--- src/rtl/spi_reg_pkg.sv ---
// Shared constants, frame geometry and FSM state type for the SPI-to-register bridge.
package spi_reg_pkg;
  localparam int ADDR_W       = 5;
  localparam int DATA_W       = 32;
  localparam int CMD_W        = 8;
  localparam int CMD_W_BIT    = 7;
  localparam int CMD_ADDR_MSB = 4;
  localparam int READ_LEN     = CMD_W + DATA_W;
  localparam int WRITE_LEN    = READ_LEN + 1;
  localparam int CNT_W        = $clog2(WRITE_LEN + 1);

  typedef enum logic [1:0] {
    IDLE,
    CMD,
    DATA,
    COMMIT
  } state_e;
endpackage

--- src/rtl/spi_shift_io.sv ---
// Serial datapath: MOSI shift register on the rising edge, MISO shift register on the falling edge.
module spi_shift_io
  import spi_reg_pkg::*;
(
  input  logic              clk_i,
  input  logic              arst_i,
  input  logic              di_i,
  input  logic              load_i,
  input  logic              shift_i,
  input  logic [DATA_W-1:0] par_i,
  output logic [DATA_W-1:0] rx_next_o,
  output logic              do_o
);
  logic [DATA_W-1:0] rx_q;
  logic [DATA_W-1:0] tx_q, tx_d;

  assign rx_next_o = {rx_q[DATA_W-2:0], di_i};

  always_ff @(posedge clk_i or posedge arst_i) begin
    if (arst_i) rx_q <= '0;
    else        rx_q <= rx_next_o;
  end

  // Outside the read data phase the TX register empties, so MISO idles low.
  always_comb begin
    tx_d = '0;
    if (load_i)       tx_d = par_i;
    else if (shift_i) tx_d = {tx_q[DATA_W-2:0], 1'b0};
  end

  always_ff @(negedge clk_i or posedge arst_i) begin
    if (arst_i) tx_q <= '0;
    else        tx_q <= tx_d;
  end

  assign do_o = tx_q[DATA_W-1];
endmodule

--- src/rtl/spi_reg_bridge.sv ---
// SPI mode-0 slave that turns each 40/41-clock frame into one register-file read or write.
module spi_reg_bridge
  import spi_reg_pkg::*;
(
  input  logic              spi_clk,
  input  logic              rst,
  input  logic              spi_ss_n,
  input  logic              spi_di,
  output logic              spi_do,
  output logic [ADDR_W-1:0] reg_addr,
  output logic              cs,
  output logic              wren,
  input  logic [DATA_W-1:0] data_in,
  output logic [DATA_W-1:0] data_out
);
  logic              frame_rst;
  state_e            state_q, state_d;
  logic [CNT_W-1:0]  cnt_q, cnt_d;
  logic              write_q, write_d;
  logic              cs_q, cs_d;
  logic              wren_q, wren_d;
  logic [ADDR_W-1:0] addr_q, addr_d;
  logic [DATA_W-1:0] dout_q, dout_d;
  logic [DATA_W-1:0] rx_next;
  logic              rd_phase;

  // Deselect aborts the frame immediately; address and write data survive it.
  assign frame_rst = rst | spi_ss_n;
  assign rd_phase  = (state_q == DATA) && !write_q;

  spi_shift_io u_shift_io (
    .clk_i     (spi_clk),
    .arst_i    (frame_rst),
    .di_i      (spi_di),
    .load_i    (rd_phase && (cnt_q == CNT_W'(CMD_W))),
    .shift_i   (rd_phase),
    .par_i     (data_in),
    .rx_next_o (rx_next),
    .do_o      (spi_do)
  );

  always_comb begin
    state_d = state_q;
    cnt_d   = cnt_q + CNT_W'(1);
    write_d = write_q;
    cs_d    = cs_q;
    wren_d  = wren_q;
    addr_d  = addr_q;
    dout_d  = dout_q;
    case (state_q)
      IDLE: begin
        state_d = CMD;
        cnt_d   = CNT_W'(1);
      end
      CMD: begin
        if (cnt_q == CNT_W'(CMD_W - 1)) begin
          state_d = DATA;
          write_d = rx_next[CMD_W_BIT];
          addr_d  = rx_next[CMD_ADDR_MSB:0];
          cs_d    = ~rx_next[CMD_W_BIT];
          wren_d  = 1'b0;
        end
      end
      DATA: begin
        if (cnt_q == CNT_W'(READ_LEN - 1)) begin
          if (write_q) begin
            state_d = COMMIT;
            dout_d  = rx_next;
            cs_d    = 1'b1;
            wren_d  = 1'b1;
          end else begin
            state_d = IDLE;
            cnt_d   = '0;
            cs_d    = 1'b0;
          end
        end
      end
      COMMIT: begin
        state_d = IDLE;
        cnt_d   = '0;
        cs_d    = 1'b0;
        wren_d  = 1'b0;
      end
      default: begin
        state_d = IDLE;
        cnt_d   = '0;
      end
    endcase
  end

  always_ff @(posedge spi_clk or posedge frame_rst) begin
    if (frame_rst) begin
      state_q <= IDLE;
      cnt_q   <= '0;
      write_q <= 1'b0;
      cs_q    <= 1'b0;
      wren_q  <= 1'b0;
    end else begin
      state_q <= state_d;
      cnt_q   <= cnt_d;
      write_q <= write_d;
      cs_q    <= cs_d;
      wren_q  <= wren_d;
    end
  end

  always_ff @(posedge spi_clk or posedge rst) begin
    if (rst) begin
      addr_q <= '0;
      dout_q <= '0;
    end else begin
      addr_q <= addr_d;
      dout_q <= dout_d;
    end
  end

  assign reg_addr = addr_q;
  assign data_out = dout_q;
  assign cs       = cs_q;
  assign wren     = wren_q;
endmodule

--- config.mk ---
export PLATFORM = sky130hd
export DESIGN_NAME = spi_reg_bridge
export DESIGN_NICKNAME = d
export VERILOG_FILES = /design/src/rtl/spi_reg_pkg.sv /design/src/rtl/spi_shift_io.sv /design/src/rtl/spi_reg_bridge.sv
export SDC_FILE = /design/constraint.sdc
export NUM_CORES = 1
export LEC_CHECK = 0
export BUFFER_PORTS_ARGS = -buffer_cell sky130_fd_sc_hd__buf_2
export CAP_MARGIN = 20
export CORE_ASPECT_RATIO = 0.7
export CORE_MARGIN = 1
export CORE_UTILIZATION = 55
export DETAILED_ROUTE_END_ITERATION = 6
export HOLD_SLACK_MARGIN = 0.12
export PLACE_DENSITY = 0.9
export SLEW_MARGIN = 0
export SYNTH_ARGS = -nofsm -noshare
export SYNTH_HDL_FRONTEND = slang
export SYNTH_HIERARCHICAL = 1
export SYNTH_SLANG_ARGS = --single-unit
--- constraint.sdc ---
create_clock -name spi_clk -period 3.4 [get_ports spi_clk]
set_input_delay 0.51 -clock spi_clk [delete_from_list [all_inputs] [get_ports spi_clk]]
set_output_delay 0.51 -clock spi_clk [all_outputs]
set_load 0.05 [all_outputs]
==> PnR_summary.wiki, run 1 <==
{| class="wikitable"
! Metric !! Value
|-
| Largest vdd supply drop || 0.0003404 V
|-
| Distinct cell type count after synthesis || 43
|-
| FF-to-FF setup slack || approximately 0.15 ns
|-
| Cell count after placement || 417
|-
| Dominant cell type by area after synthesis || sky130_fd_sc_hd__dfrtp_1
|-
| Largest cells by area after synthesis || sky130_fd_sc_hd__dfrtp_1 48%, sky130_fd_sc_hd__dfrtn_1 19%, sky130_fd_sc_hd__mux2_4 13%
|-
| Synth Net Count || 290
|-
| Met2 Resource Use GR || 0.2756
|-
| Routability congestion estimate from global placement || roughly 0.86
|-
| Number of instances in the synthesized netlist || 252
|-
| Per-cell routed wire length || 16.88 um
|-
| Global-route congestion overflow total || 0
|-
| Area added between synthesis and finish || 15.88%
|-
| Setup repair after global routing missed its margin || no
|-
| Chip Width || 105.5 um
|-
| DR pass1 iterations || 4
|-
| Maximum count of clock buffers along a single path || 2
|-
| PwrDens || 625.5 nW/um^2
|-
| Vias in the first global route || 2,274
|-
| Number of buffer cells added on primary ports || 75
|-
| Status || complete, no violations
|-
| Fraction of final layout cells with drive strength greater than 1 || 0.4239
|-
| Starting DRC count in detailed routing || 111
|-
| Setup tns final || 0 ns
|-
| Total number of H-tree levels || 3
|-
| Final worst setup slack || about 0.15 ns
|-
| Max transition margin || 0.5444
|-
| Initial standard-cell utilization of the core || 0.5664
|-
| Wire length of the first global-routing pass || between 10 and 15 mm
|-
| #FFs+latches synth || 111
|-
| Hold Violations, Final || 0
|-
| Number of antenna violations at the first check in global routing || 0
|-
| M1 GR Usage || 0.2944
|-
| Pre-CTS setup slack || 0.08674 ns
|-
| Type of the setup path with the least slack || reg2reg
|-
| Element type at the critical path start || register
|-
| Post-synth ARST share || 1.000
|-
| Static leakage || 2.396 nW
|-
| Number of primary I/O pins || 76
|-
| Netlist Area Pre-Place || 4128 sq um
|-
| Number of buffers inserted during clock tree synthesis || 9
|-
| Max Clock Skew || approximately 0.028 ns
|-
| Post-detailed-placement half-perimeter wirelength || 4.793 mm
|-
| Non-filler cells, final || 433
|-
| CTS sink cnt || between 100 and 150
|-
| Prevailing post-synth register cell || sky130_fd_sc_hd__dfrtp_1
|-
| Die area || 7861 sq um
|-
| Yosys Warn Count || 6
|-
| Util after Layout || 0.6564
|-
| Total of fill cells in the finished design || 545
|-
| Met3 Use GR || 0.08238
|-
| Total Power Consumption || 2.992 mW
|-
| Number of pins exceeding their max-slew limit in the final report || 0
|-
| Worst Tran Pin Value || roughly 0.68 ns
|-
| Worst-Skew Late Latency || 0.37 ns
|-
| CP endpoint kind || register
|-
| Share of the synthesized area in the top cell type || 0.4789
|-
| WP buf/inv || 1
|-
| Final setup violation count || 0
|-
| Number of rows created at floorplan || 26
|-
| Core region area || between 7000 and 8000 sq um
|-
| Clk slew on worst S/H paths || 0.10 ns
|-
| Diode count || 0
|-
| Largest stage delay on the critical path || 0.43 ns
|-
| TritonCTS clock tree || built
|-
| GRT busiest layer || met1
|-
| Total number of vias || 2,253
|-
| Post-route antenna net violation count || 0
|-
| Worst-path maximum fanout || 34
|-
| Class of the tightest hold or removal check || in2async
|-
| Post-Route WL || 7.310 mm
|-
| Cell family contributing the most delay on the critical path || simple AND/OR/NAND/NOR gates
|-
| Overall fraction of global-route tracks in use || 0.2009
|-
| DRC viols || 0
|-
| Max_cap viols || 0
|-
| Buffer type at the clock tree root || sky130_fd_sc_hd__clkbuf_8
|-
| Per-instance average area after synthesis || 16.38 sq um
|-
| Data arrival at the endpoint of the critical path || 1.74 ns
|-
| Seq/Total Area, Yosys || 0.6729
|-
| Height of the die || 74.48 um
|-
| Worst-path cell chain || nor4b_1, and3_4, buf_12, o21ai_0
|-
| Standard cell with the maximum stage delay on the critical path || sky130_fd_sc_hd__dfrtp_1
|-
| Setup fix buffers added after clock tree synthesis || 0
|-
| Largest net degree at the start of global routing || 38
|-
| Data required, critical path || roughly 1.9 ns
|-
| Number of enable flip-flop cells after synthesis || 0
|-
| Nets@finish || 369
|-
| Average via count per standard cell || 5.203
|}
## power by group
group          total (mW)  switching, mW  internal [mW]
Sequential           1.54         0.0964           1.44
Combinational       0.657          0.410          0.247
Clock               0.799          0.448          0.350
## kinds of logic (layout without fill, tap and decap cells)
| group | Yosys count | in the layout | synth area share |
|---|---|---|---|
| adders and majority gates | 2 | 2 | 0.006061 |
| DFF | 111 | 111 | 0.6729 |
| buffers and inverters | 24 | 106 | 0.04365 |
| and+or+nand+nor | 23 | 24 | 0.03880 |
| xor gates and xnor gates | 3 | 3 | 0.006367 |
| muxes | 39 | 39 | 0.1379 |
| AOI/OAI and AO/OA | 50 | 50 | 0.09427 |
## tightest hold or removal path: stages
cell,delay [ns]
sky130_fd_sc_hd__buf_2,0.11
sky130_fd_sc_hd__nor2_2,0.09
sky130_fd_sc_hd__buf_4,0.21
## synth_stat cells, types with 3 or more instances
library cell and number:
sky130_fd_sc_hd__buf_2 6, sky130_fd_sc_hd__inv_1 8, sky130_fd_sc_hd__mux2_4 35, sky130_fd_sc_hd__dfrtn_1 32
sky130_fd_sc_hd__a22o_1 29, sky130_fd_sc_hd__o21ai_0 3, sky130_fd_sc_hd__mux2_1 3, sky130_fd_sc_hd__a21oi_1 3
sky130_fd_sc_hd__nand2_1 6, sky130_fd_sc_hd__buf_6 4, sky130_fd_sc_hd__dfrtp_1 79, sky130_fd_sc_hd__buf_12 3
sky130_fd_sc_hd__o21ai_1 5
## metal layers
metal,routed length (um),vias to the layer above
met4,93,0
met3,447,9
met2,3171,68
met1,3598,1131
li1,-,1045
met5,0,-
## placed cells by master, fill, tap and decap left out, types with 2 or more instances in the layout
cell,n
sky130_fd_sc_hd__a21oi_1,3
sky130_fd_sc_hd__inv_1,7
sky130_fd_sc_hd__nand2b_1,2
sky130_fd_sc_hd__mux2_1,3
sky130_fd_sc_hd__o21ai_0,3
sky130_fd_sc_hd__clkinvlp_4,3
sky130_fd_sc_hd__a22o_1,29
sky130_fd_sc_hd__nand3_1,2
sky130_fd_sc_hd__buf_4,7
sky130_fd_sc_hd__buf_2,75
sky130_fd_sc_hd__mux2_4,35
sky130_fd_sc_hd__nor2b_4,2
sky130_fd_sc_hd__dfrtn_1,32
sky130_fd_sc_hd__o21ai_1,5
sky130_fd_sc_hd__nand2_1,6
sky130_fd_sc_hd__xor2_1,2
sky130_fd_sc_hd__ha_1,2
sky130_fd_sc_hd__dfrtp_1,79
sky130_fd_sc_hd__clkbuf_8,9
## worst paths after layout
check | from | endpoint | cells after the start
max | cnt_q[4] | u_shift_io/tx_q[29] | 4
min | rst | cnt_q[2] | 3
max reg2reg | cnt_q[4] | u_shift_io/tx_q[29] | 4
min reg2reg | u_shift_io/rx_q[14] | u_shift_io/rx_q[15] | 0
max in group asynchronous | spi_ss_n | u_shift_io/tx_q[29] | 4
min in group spi_clk | spi_di | u_shift_io/rx_q[0] | 1
## stage by stage
step | hold WS, ns | cell area (sq um)
2_1_floorplan | 0.3501 | 4140
3_3_place_gp | 0.3538 | 4559
3_5_place_dp | 0.3612 | 4559
4_1_cts | 0.1651 | 4765
5_1_grt | 0.1778 | 4783
6_report | 0.1833 | 4783
## state kept, by name (all words and copies together) (netlist names)
register         count
cnt_q                6
cs                   1
reg_addr             5
write_q              1
data_out            32
u_shift_io/tx_q     32
wren                 1
state_q              2
u_shift_io/rx_q     31
## layout make-up
cell class / count / area (sq um) / share of cell area
clock inverters: 6 / 81.33 / 0.01700
inverters: 8 / 33.78 / 0.007063
multi-input cells: 118 / 1196 / 0.2501
flip-flops and latches: 111 / 2778 / 0.5807
well taps: 98 / 122.6 / 0.02563
clock buffers: 9 / 123.9 / 0.02590
repair buffers: 83 / 447.9 / 0.09364
## repair_timing
item	in CTS	in global routing
endpoints found under the setup margin	0	30
gates resized for setup	0	3
hold buffers	0	0
Note: power is estimated with default switching activity, not from simulation.
==> run 2: changes to the inputs <==
--- a/config.mk
+++ b/config.mk
@@ -8,7 +8,7 @@
 export BUFFER_PORTS_ARGS = -buffer_cell sky130_fd_sc_hd__buf_2
 export CAP_MARGIN = 20
 export CORE_ASPECT_RATIO = 0.7
-export CORE_MARGIN = 1
+export CORE_MARGIN = 1.5
 export CORE_UTILIZATION = 55
 export DETAILED_ROUTE_END_ITERATION = 6
 export HOLD_SLACK_MARGIN = 0.12
==> run 2 against run 1 <==
Against the previous run:
- worst setup slack better by 0.0053 ns
- count of clock-buffer cells in the layout is 2 higher
- sequential share of layout area is 0.37 points higher
- combinational power is 0.6% lower
- cell count is 0.23% higher
- die area is 2.3% higher
- routed wire length is 4.3% lower
- hold slack better by 0.010 ns
- first-iteration DRC count is 3.6% higher
- sequential cell count stayed put
- power is 3.9% lower
==> PnR_summary.wiki, run 2 (same netlist as run 1, synthesis figures left out) <==
{| class="wikitable"
! Metric !! Value
|-
| Status || complete, no violations
|-
| Die area || 8042 sq um
|-
| Maximum count of clock buffers along a single path || 2
|-
| Post-Route WL || 6.999 mm
|-
| Total of fill cells in the finished design || 541
|-
| Vias in the first global route || 2,308
|-
| Hold Violations, Final || 0
|-
| Largest stage delay on the critical path || about 0.42 ns
|-
| Area added between synthesis and finish || 15.16%
|-
| Core region area || 7287 sq um
|-
| Wire length of the first global-routing pass || 11.50 mm
|-
| Worst Tran Pin Value || ~0.68 ns
|-
| Chip Width || between 100 and 150 um
|-
| Type of the setup path with the least slack || reg2out
|-
| FF-to-FF setup slack || 0.16 ns
|-
| Last element of the critical path || spi_do
|-
| Final setup violation count || 0
|-
| Setup tns final || 0 ns
|-
| Standard cell with the maximum stage delay on the critical path || sky130_fd_sc_hd__dfrtn_1
|-
| DRC viols || 0
|-
| Total number of H-tree levels || 3
|-
| Per-cell routed wire length || 16.13 um
|-
| Buffer type at the clock tree root || sky130_fd_sc_hd__clkbuf_8
|-
| Data required, critical path || 2.89 ns
|-
| Total Power Consumption || 2.875 mW
|-
| Total number of vias || between 2,000 and 2,500
|-
| Average via count per standard cell || between 5 and 6
|-
| Element type at the critical path start || register
|-
| Post-detailed-placement half-perimeter wirelength || ~4.6 mm
|-
| Setup repair after global routing missed its margin || no
|-
| Clk slew on worst S/H paths || 0.09 ns
|-
| PwrDens || 604.8 nW/um^2
|-
| Starting DRC count in detailed routing || approximately 120
|-
| Number of antenna violations at the first check in global routing || 0
|-
| Number of primary I/O pins || 76
|-
| Worst r2r dst || u_shift_io/tx_q[29]
|-
| Worst-path cell chain || buf_2
|-
| Height of the die || 75.48 um
|-
| DR pass1 iterations || 6
|-
| Util after Layout || 0.6523
|-
| Number of buffer cells added on primary ports || 75
|-
| Setup fix buffers added after clock tree synthesis || 0
|-
| Pre-CTS setup slack || 0.07741 ns
|-
| Worst r2r src || cnt_q[4]
|-
| Max transition margin || 0.5476
|-
| Worst hold slack across all endpoints || 0.1936 ns
|-
| Number of pins exceeding their max-slew limit in the final report || 0
|-
| Number of rows created at floorplan || 26
|-
| CTS sink cnt || around 110
|-
| Initial standard-cell utilization of the core || 0.5664
|-
| Routability congestion estimate from global placement || 0.8830
|-
| Startpoint of the worst setup timing path || u_shift_io/tx_q[31]
|-
| Post-route antenna net violation count || 0
|-
| Overall fraction of global-route tracks in use || 0.1928
|-
| Nets@finish || ~370
|-
| Class of the tightest hold or removal check || in2async
|-
| WP buf/inv || 1
|-
| Global-route congestion overflow total || 0
|-
| Most used cells in the layout excluding fill and tap cells || 79 x sky130_fd_sc_hd__dfrtp_1, 75 x sky130_fd_sc_hd__buf_2, 35 x sky130_fd_sc_hd__mux2_4
|-
| TritonCTS clock tree || built
|-
| CP endpoint kind || primary output
|-
| Largest net degree at the start of global routing || 38
|-
| Count of cell instances traversed by the critical path || 1
|-
| Number of buffers inserted during clock tree synthesis || 9
|-
| Depth of the worst register-to-register path || 4
|-
| Most common cell after layout, fill and taps aside || sky130_fd_sc_hd__dfrtp_1
|-
| Largest vdd supply drop || 0.0003418 V
|-
| Max_cap viols || 0
|-
| Final worst setup slack || around 0.15 ns
|-
| Data arrival at the endpoint of the critical path || roughly 2.7 ns
|-
| Worst-Skew Late Latency || 0.36 ns
|-
| Static leakage || 2.375 nW
|-
| Cell family contributing the most delay on the critical path || flip-flops
|-
| Fraction of final layout cells with drive strength greater than 1 || 0.4196
|-
| Worst-path maximum fanout || 1
|-
| Diode count || 0
|-
| Max Clock Skew || around 0.023 ns
|}
run 2: layer usage:
metal | up-vias | part of all wire | GRT usage
li1 | 1052 | - | -
met1 | 1149 | 0.47 | 0.2608
met2 | 74 | 0.44 | 0.2860
met3 | 10 | 0.070 | 0.06758
met4 | 0 | 0.018 | 0.09037
met5 | - | 0 | 0
run 2: how the worst min path moves through the flow:
stage	from	endpoint	slack, ns	cells past startpoint
floorplan	u_shift_io/rx_q[24]	u_shift_io/rx_q[25]	0.35	0
global placement	u_shift_io/rx_q[24]	u_shift_io/rx_q[25]	0.36	0
detailed placement	u_shift_io/rx_q[14]	u_shift_io/rx_q[15]	0.36	0
CTS	rst	write_q	0.17	3
global route	rst	write_q	0.21	3
finish	rst	cs	0.19	3
run 2: where the power goes:
group | leakage (nW) | switching (mW) | internal (mW)
clock | 0.0752 | 0.407 | 0.284
sequential | 1.43 | 0.0914 | 1.44
combinational | 0.866 | 0.407 | 0.246
total | 2.37 | 0.905 | 1.97
run 2: area by class of cell:
class,count,area (sq um),share of cell area
Clock buffer,11,141.4,0.02974
Clock inverter,5,33.78,0.007107
Inverter,8,33.78,0.007107
Multi-Input combinational cell,118,1196,0.2516
Sequential cell,111,2778,0.5844
Tap cell,98,122.6,0.02580
Timing Repair Buffer,83,447.9,0.09424
run 2: worst reg2reg max path, delay by kind of cell (launching register included):
family / cells / cell delay, ns
buf+inv: 1 / 0.19
flops: 1 / 0.43
simple gates: 2 / 0.62
compound gates: 1 / 0.12
run 2: metrics by stage:
stage          instances  instance area, sq um
5_1_grt              434                  4753
3_5_place_dp         417                  4559
3_3_place_gp         417                  4559
6_report             434                  4753
2_1_floorplan        252                  4140
4_1_cts              433                  4735
run 2: repair_timing:
action / 4_1_cts / 5_1_grt
hold buffers: 0 / 0
gates resized for setup: 0 / 3
endpoints found under the setup margin: 0 / 31
==> run 3: changes to the inputs <==
--- a/config.mk
+++ b/config.mk
@@ -9,10 +9,10 @@
 export CAP_MARGIN = 20
 export CORE_ASPECT_RATIO = 0.7
 export CORE_MARGIN = 1.5
-export CORE_UTILIZATION = 55
+export CORE_UTILIZATION = 40
 export DETAILED_ROUTE_END_ITERATION = 6
 export HOLD_SLACK_MARGIN = 0.12
-export PLACE_DENSITY = 0.9
+export PLACE_DENSITY = 0.72
 export SLEW_MARGIN = 0
 export SYNTH_ARGS = -nofsm -noshare
 export SYNTH_HDL_FRONTEND = slang
==> run 3 against run 2 <==
Against the previous run:
- critical endpoint is now u_shift_io/tx_q[23]
- hold slack better by 0.025 ns
- combinational power is 4.0% higher
- routed wire length is 5.2% higher
==> PnR_summary.wiki, run 3 (same netlist as run 1, synthesis figures left out) <==
{| class="wikitable"
! Metric !! Value
|-
| Worst-path maximum fanout || 29
|-
| Most common cell after layout, fill and taps aside || sky130_fd_sc_hd__dfrtp_1
|-
| Fraction of final layout cells with drive strength greater than 1 || 0.4260
|-
| TritonCTS clock tree || built
|-
| Worst-path cell chain || nor3_2, buf_4, nor2b_4, a22o_1
|-
| Util after Layout || 0.4971
|-
| Type of the setup path with the least slack || reg2reg
|-
| Post-Route WL || 7.360 mm
|-
| Wire length of the first global-routing pass || 12.22 mm
|-
| Height of the die || 87.99 um
|-
| Setup tns final || 0 ns
|-
| Buffer type at the clock tree root || sky130_fd_sc_hd__clkbuf_16
|-
| Max Clock Skew || 0.008814 ns
|-
| Nets@finish || 371
|-
| Most used cells in the layout excluding fill and tap cells || 79 x sky130_fd_sc_hd__dfrtp_1, 75 x sky130_fd_sc_hd__buf_2, 35 x sky130_fd_sc_hd__mux2_4
|-
| Largest vdd supply drop || 0.0002998 V
|-
| Depth of the worst register-to-register path || 4
|-
| Initial standard-cell utilization of the core || 0.4181
|-
| Setup repair after global routing missed its margin || no
|-
| Maximum count of clock buffers along a single path || 2
|-
| Total of fill cells in the finished design || 832
|-
| Final setup violation count || 0
|-
| DR pass1 iterations || 4
|-
| Total number of H-tree levels || 3
|-
| Worst r2r src || write_q
|-
| Largest net degree at the start of global routing || 38
|-
| Hold Violations, Final || 0
|-
| Overall fraction of global-route tracks in use || 0.1450
|-
| Number of pins exceeding their max-slew limit in the final report || 0
|-
| Data arrival at the endpoint of the critical path || around 2.0 ns
|-
| PwrDens || 656.8 nW/um^2
|-
| Cts repair resizes || 0
|-
| Number of buffer cells added on primary ports || 75
|-
| Vias in the first global route || roughly 2,300
|-
| Max_cap viols || 0
|-
| Worst r2r dst || u_shift_io/tx_q[23]
|-
| Max transition margin || 0.5412
|-
| Static leakage || 2.452 nW
|-
| Element type at the critical path start || register
|-
| Worst-Skew Late Latency || between 0.3 and 0.4 ns
|-
| Global-route congestion overflow total || 0
|-
| Die area || 10,950 sq um
|-
| # hold bufs at CTS || 0
|-
| Average via count per standard cell || around 4.9
|-
| Per-cell routed wire length || 15.79 um
|-
| DRC viols || 0
|-
| Number of buffers inserted during clock tree synthesis || 9
|-
| Setup fix buffers added after clock tree synthesis || 0
|-
| Largest stage delay on the critical path || about 0.54 ns
|-
| CTS sink cnt || 111
|-
| Standard cell with the maximum stage delay on the critical path || sky130_fd_sc_hd__nor2b_4
|-
| Starting DRC count in detailed routing || 78
|-
| Class of the tightest hold or removal check || in2async
|-
| Number of rows created at floorplan || 30
|-
| Area added between synthesis and finish || 18.88%
|-
| Post-detailed-placement half-perimeter wirelength || 4.774 mm
|-
| Worst Tran Pin Value || 0.6867 ns
|-
| Number of primary I/O pins || 76
|-
| Routability congestion estimate from global placement || 0.8157
|-
| FF-to-FF setup slack || 0.11 ns
|-
| Post-route antenna net violation count || 0
|-
| CP endpoint kind || register
|-
| Clk slew on worst S/H paths || 0.07 ns
|-
| Total Power Consumption || around 3.2 mW
|-
| Data required, critical path || about 2.1 ns
|-
| Core region area || 9872 sq um
|-
| Chip Width || 124.4 um
|-
| Status || complete, no violations
|-
| Total number of vias || 2,292
|-
| Worst hold slack across all endpoints || 0.2185 ns
|-
| Number of antenna violations at the first check in global routing || 0
|-
| Diode count || 0
|}
run 3: changes by cell type in the layout (fill, tap and decap cells not counted), sizes merged:
cell,delta
nor2b,-1
clkinvlp,-4
inv,+3
buf,+3
clkinv,+1
run 3: cell type report:
type / count / area (sq um) / area share
clock buffer: 11 / 242.7 / 0.04946
clock inverter: 5 / 48.80 / 0.009944
timing repair buffer: 86 / 461.7 / 0.09408
multi-input combinational: 117 / 1182 / 0.2409
tap: 128 / 160.2 / 0.03264
inverter: 8 / 33.78 / 0.006884
sequential: 111 / 2778 / 0.5660
run 3: routing by layer:
metal / GRT usage / vias up / share of wire
li1: - / 1053 / -
met1: 0.2084 / 1148 / 0.50
met2: 0.1988 / 77 / 0.42
met3: 0.05742 / 14 / 0.067
met4: 0.05120 / 0 / 0.014
met5: 0 / - / 0
run 3: worst max-delay path: cells and delay by family, from the launching register on:
kind / cells / cell delay (ns)
and+or+nand+nor: 2 / 0.81
buffers and inverters: 1 / 0.16
DFF: 1 / 0.41
AOI/OAI and AO/OA: 1 / 0.23
run 3: metrics by stage:
step / cells / area (sq um) / worst slack (ns)
CTS: 466 / 4898 / 0.07735
global route: 466 / 4907 / 0.01536
finish: 466 / 4907 / 0.1073
global placement: 450 / 4607 / 0.1102
detailed placement: 450 / 4607 / 0.08829
floorplan: 252 / 4140 / 0.03018
run 3: power by group:
part / switching (mW) / internal, mW
sequential: 0.0832 / 1.44
clock: 0.487 / 0.533
combinational: 0.425 / 0.254
total: 0.995 / 2.23
run 3: worst max path at each step:
stage                          end      from  cells past startpoint  slack, ns
2_1_floorplan  u_shift_io/tx_q[19]  cnt_q[5]                      8       0.03
3_3_place_gp   u_shift_io/tx_q[29]  cnt_q[4]                      4       0.11
3_5_place_dp   u_shift_io/tx_q[29]  cnt_q[4]                      4       0.09
4_1_cts        u_shift_io/tx_q[29]  cnt_q[4]                      4       0.08
5_1_grt        u_shift_io/tx_q[23]   write_q                      4       0.02
6_report       u_shift_io/tx_q[23]   write_q                      4       0.11
